==> src/rtl/pipeline_pkg.sv <==
// ============================================================================
// Module  : pipeline_pkg
// Brief   : Shared types and constants for the pipeline hazard controller.
// Revision: 1.0 - initial release
// ============================================================================
`default_nettype none

package pipeline_pkg;

    typedef enum logic [1:0] {
        ST_IDLE        = 2'd0,
        ST_FPU_WAIT    = 2'd1,
        ST_FPU_RELEASE = 2'd2
    } hz_state_t;

    localparam int         FPU_LAT_DEFAULT = 4;
    localparam int         FPU_CNT_W       = 4;
    localparam logic [4:0] REG_ZERO        = 5'd0;

    // A double-writing float op also owns dst+1, wrapping 31 -> 0.
    function automatic logic reg_match(
        input logic [4:0] src,
        input logic [4:0] dst,
        input logic       pair
    );
        return (src == dst) || (pair && (src == (dst + 5'd1)));
    endfunction

endpackage

`default_nettype wire

==> src/rtl/hazard_detect.sv <==
// ============================================================================
// Module  : hazard_detect
// Brief   : Combinational load-use compare between the ID sources and EX dest.
// Revision: 1.0 - initial release
// ============================================================================
`default_nettype none

module hazard_detect
    import pipeline_pkg::*;
(
    input  logic [4:0] i_id_rs,
    input  logic [4:0] i_id_rt,
    input  logic       i_id_uses_rt,
    input  logic       i_id_float,
    input  logic       i_ex_load,
    input  logic       i_ex_rwrite,
    input  logic [4:0] i_ex_dst,
    input  logic       i_ex_float,
    input  logic       i_ex_dw,
    output logic       o_load_use
);

    logic w_pair;
    logic w_rs_hit;
    logic w_rt_hit;

    assign w_pair = i_ex_dw & i_ex_float;

    // Integer r0 is hardwired zero and never carries a dependency.
    assign w_rs_hit = reg_match(i_id_rs, i_ex_dst, w_pair)
                    & ~(~i_id_float & (i_id_rs == REG_ZERO));
    assign w_rt_hit = i_id_uses_rt
                    & reg_match(i_id_rt, i_ex_dst, w_pair)
                    & ~(~i_id_float & (i_id_rt == REG_ZERO));

    assign o_load_use = i_ex_load & i_ex_rwrite
                      & (i_ex_float == i_id_float)
                      & (w_rs_hit | w_rt_hit);

endmodule

`default_nettype wire

==> src/rtl/pipeline_hazard_ctrl.sv <==
// ============================================================================
// Module  : pipeline_hazard_ctrl
// Brief   : Load-use / multi-cycle FPU stall and redirect flush controller.
// Revision: 1.0 - initial release
// ============================================================================
`default_nettype none

module pipeline_hazard_ctrl
    import pipeline_pkg::*;
#(
    parameter int FPU_LAT = FPU_LAT_DEFAULT,
    parameter int CNT_W   = 16
) (
    input  logic             clk,
    input  logic             rst_n,
    input  logic [4:0]       id_rs,
    input  logic [4:0]       id_rt,
    input  logic             id_uses_rt,
    input  logic             id_float,
    input  logic             id_fpu_multi,
    input  logic             id_redirect,
    input  logic             ex_load,
    input  logic             ex_rwrite,
    input  logic [4:0]       ex_dst,
    input  logic             ex_float,
    input  logic             ex_dw,
    output logic             stall_enable,
    output logic             flush_idex,
    output logic             flush_ifid,
    output logic             fpu_busy,
    output logic [CNT_W-1:0] stall_count
);

    localparam logic [FPU_CNT_W-1:0] C_FPU_LOAD = FPU_CNT_W'(FPU_LAT - 1);

    hz_state_t            r_state;
    hz_state_t            w_state_nxt;
    logic [FPU_CNT_W-1:0] r_fpu_cnt;
    logic [FPU_CNT_W-1:0] w_fpu_cnt_nxt;
    logic [CNT_W-1:0]     r_stall_cnt;
    logic                 w_lu;
    logic                 w_stall;

    hazard_detect u_hazard_detect (
        .i_id_rs      (id_rs),
        .i_id_rt      (id_rt),
        .i_id_uses_rt (id_uses_rt),
        .i_id_float   (id_float),
        .i_ex_load    (ex_load),
        .i_ex_rwrite  (ex_rwrite),
        .i_ex_dst     (ex_dst),
        .i_ex_float   (ex_float),
        .i_ex_dw      (ex_dw),
        .o_load_use   (w_lu)
    );

    always_ff @(posedge clk or negedge rst_n) begin
        if (!rst_n) begin
            r_state     <= ST_IDLE;
            r_fpu_cnt   <= '0;
            r_stall_cnt <= '0;
        end else begin
            r_state   <= w_state_nxt;
            r_fpu_cnt <= w_fpu_cnt_nxt;
            if (w_stall && (r_stall_cnt != '1)) begin
                r_stall_cnt <= r_stall_cnt + 1'b1;
            end
        end
    end

    always_comb begin
        w_state_nxt   = r_state;
        w_fpu_cnt_nxt = r_fpu_cnt;
        w_stall       = 1'b0;
        case (r_state)
            ST_IDLE: begin
                if (w_lu) begin
                    w_stall = 1'b1;
                end else if (id_fpu_multi) begin
                    w_stall       = 1'b1;
                    w_fpu_cnt_nxt = C_FPU_LOAD;
                    w_state_nxt   = ST_FPU_WAIT;
                end
            end
            ST_FPU_WAIT: begin
                w_stall       = 1'b1;
                w_fpu_cnt_nxt = r_fpu_cnt - 1'b1;
                if (r_fpu_cnt == FPU_CNT_W'(1)) begin
                    w_state_nxt = ST_FPU_RELEASE;
                end
            end
            ST_FPU_RELEASE: begin
                // The op leaves ID this cycle, so its multi flag is ignored.
                w_stall     = w_lu;
                w_state_nxt = ST_IDLE;
            end
            default: begin
                w_state_nxt = ST_IDLE;
            end
        endcase
    end

    // Reset overrides every combinational term.
    assign stall_enable = rst_n & w_stall;
    assign flush_idex   = rst_n & w_stall;
    assign flush_ifid   = rst_n & id_redirect & ~w_stall;
    assign fpu_busy     = rst_n & (r_state == ST_FPU_WAIT);
    assign stall_count  = r_stall_cnt;

endmodule

`default_nettype wire

==> config.mk <==
export PLATFORM = sky130hd
export DESIGN_NAME = pipeline_hazard_ctrl
export DESIGN_NICKNAME = d
export VERILOG_FILES = /design/src/rtl/pipeline_pkg.sv /design/src/rtl/hazard_detect.sv /design/src/rtl/pipeline_hazard_ctrl.sv
export SDC_FILE = /design/constraint.sdc
export NUM_CORES = 1
export LEC_CHECK = 0
export BUFFER_PORTS_ARGS = -buffer_cell sky130_fd_sc_hd__buf_2
export CAP_MARGIN = 10
export CORE_MARGIN = 5
export CORE_UTILIZATION = 40
export DETAILED_ROUTE_END_ITERATION = 8
export GPL_TIMING_DRIVEN = 0
export MAX_ROUTING_LAYER = met4
export SETUP_SLACK_MARGIN = 0.2
export SLEW_MARGIN = 25
export SYNTH_ARGS = -nofsm -noshare
export SYNTH_HDL_FRONTEND = slang
export SYNTH_HIERARCHICAL = 1
export SYNTH_SLANG_ARGS = --single-unit
==> constraint.sdc <==
create_clock -name clk -period 7.77 [get_ports clk]
set_input_delay 1.1655 -clock clk [delete_from_list [all_inputs] [get_ports clk]]
set_output_delay 1.1655 -clock clk [all_outputs]
set_load 0.01 [all_outputs]
==> reports/results.ini <==
[cells_and_area]
final_layout_size_suffix_gt1_share_pct = 27.9
diodes = 0
fill_cells = 348
syn_to_final_growth_pct = 21.8
fin_nets = 234
instances_no_fill = 252

[synthesis]
synth-edff-count = 0
yosysSeqAreaShare_pct = 36.4
async_reset_ff_share_pct = 100
ys_dominant_reg_cell = dfrtp_1
syn_area_sq_mm = 0.00151
ys_seq_elements = 22
ys_types = 42
syn_area_per_cell_sq_um = 9.64
synthCells = 157
syn_nets = 186
yosys_warnings = 6

[cts]
cts_hold_buffers = 0
post-cts-setup-buffer-count = 0
clkTransAtPathRegs_ps = 90
cts.path.max_buffers = 2
cts_max_level = 1
cts_buffers = 3
clk_latency_ps = 260
cts_resized = 0
cts_root_buffer = clkbuf_8
clkSinkCount = 22
tritoncts = built

[critical_path]
path_max_fanout = 10
startpoint_type = primary input
critPathLaunch = ex_dst[0]
r2r-start = stall_count[0]
worstPathArrival_ps = 3560
cp-end-kind = output pin
required_ps = 6600
critical_path_class = primary input to output pin

[power]
p_leak_nw = 0.845
power.density_mw_per_mm2 = 285
totalPowerFinal_mw = 0.525
vdd_drop_max_v = 0.000151

[global_routing]
globalRoute.totalOverflow = 0
antenna_found_initial = 0
grt.total_usage_pct = 14.2
grt_pass1_vias = 1272
grt_pass1_wl_um = 5800
grt_max_degree = 26

[timing]
max_freq_mhz = 212
final_hold_viol_count = 0
timing.final.crit_share_pct = 60.8
finClkSkew_ps = 7.08
fin_ws_ps = 3040
maxSlewHeadroom_pct = 62.0
finalSetupTns_ps = 0
worst_slew_pin_slew_ps = 566
finalSetupViolCount = 0
slew_violations = 0
layout_min_cycle_time_ps = 4730
rsz0062_at_grt = false

[die]
ios = 45
die_area_sq_mm = 0.00512
initial_utilization_pct = 41.4
fp-row-count = 22
die_w_um = 71.5
die_y_um = 71.5
fp.coreArea_sq_mm = 0.00366

[placement]
dp.cells = 248
dpl_worst_slack_ps = 3010
dp_hpwl_um = 2680
finalWeightedCongestion = 0.831
numPortBuffers = 43

[route]
dr.pass1.iters = 4
antenna_left = 0
drc = 0
wire_per_inst_um = 13.4
vias = 1346
via_per_inst = 5.34
drt_iter0_drc = 64
wl_um = 3380

[worst_hold_path]
hp-start = stall_count[15]
hp-class = flip-flop to flip-flop

[job]
drv_cap = 0

[status]
status = finished clean

final timing paths:
check	end	slack [ps]	depth (start not counted)
setup / recovery	stall_enable	3040	12
hold / removal	stall_count[15]	500	1
setup reg to reg	stall_count[1]	5780	5
hold reg to reg	stall_count[15]	500	1
max in group asynchronous	stall_count[0]	6550	1
min in group asynchronous	stall_count[3]	870	1
flip-flops by register name, summed over array words and instances, names as in the netlist:
name         count
stall_count     16
r_fpu_cnt        4
r_state          2
per-stage QoR:
stage                     util (%)  hold WS, ps  cell area (sq um)
final                         50.4          497               1840
after detailed placement      48.9          499               1790
after floorplan                  -          495               1510
after global placement        48.9          481               1790
after global routing          50.4          535               1840
after CTS                     50.4          511               1840
logic make-up (layout without fill, tap and decap cells):
group | count (synthesis) | count (layout) | synth area share (%)
AND/OR/NAND/NOR | 72 | 72 | 28.0
XOR/XNOR | 31 | 31 | 17.9
flip-flops | 22 | 22 | 36.4
AO/OA/AOI/OAI | 16 | 16 | 8.59
buffers and inverters | 8 | 55 | 2.81
adder cells (fa/ha/maj) | 4 | 4 | 3.31
multiplexers | 4 | 4 | 2.97
routing by layer:
layer  routed length (um)  GRT usage [%]
met5                    0              -
met4                   36           4.80
met3                  148           2.38
met2                 1620           23.0
met1                 1570           18.1
layout by cell type, fill, tap and decap left out, types with 2 or more instances in the layout:
cell	instances
buf_2	44
xor2_1	23
dfrtp_1	22
nand2_1	13
nor4_1	10
nor3_1	9
xnor2_1	8
nor2_1	6
nand4_1	6
nand3_1	6
nor2b_1	5
and3_1	5
inv_1	4
ha_1	4
clkbuf_8	4
o21ai_0	3
mux2i_1	3
o31ai_1	2
or4_1	2
o211ai_1	2
cell type report:
type,count,area [sq um],area share (%)
multi-input cells,127,921,49.9
flip-flops and latches,22,551,29.9
repair buffers,43,215,11.7
well taps,48,60.1,3.26
clock buffers,4,55.1,2.99
plain buffers,4,27.5,1.49
inverters,4,15.0,0.814
synthesized netlist by cell type (5+ instances only):
cell type / count / area, sq um
and3_1: 5 / 31.3
dfrtp_1: 22 / 551
nand2_1: 13 / 48.8
nand3_1: 6 / 30.0
nand4_1: 6 / 37.5
nor2_1: 6 / 22.5
nor2b_1: 5 / 31.3
nor3_1: 9 / 45.0
nor4_1: 10 / 62.6
xnor2_1: 8 / 70.1
xor2_1: 23 / 201
worst max-delay path, cell delays in order:
cell	delay, ps
buf_2	130
ha_1	280
o21ba_1	200
a221o_1	350
a2111oi_2	360
o211ai_1	130
o21ai_0	140
a2bb2oi_2	190
buf_2	220
nor2b_1	150
buf_4	120
buf_2	110
power by group:
group	switching (mW)	internal (mW)
Clock	0.0384	0.0452
Combinational	0.124	0.104
Sequential	0.0539	0.160
Total	0.216	0.309
Note: power is estimated with default switching activity, not from simulation.
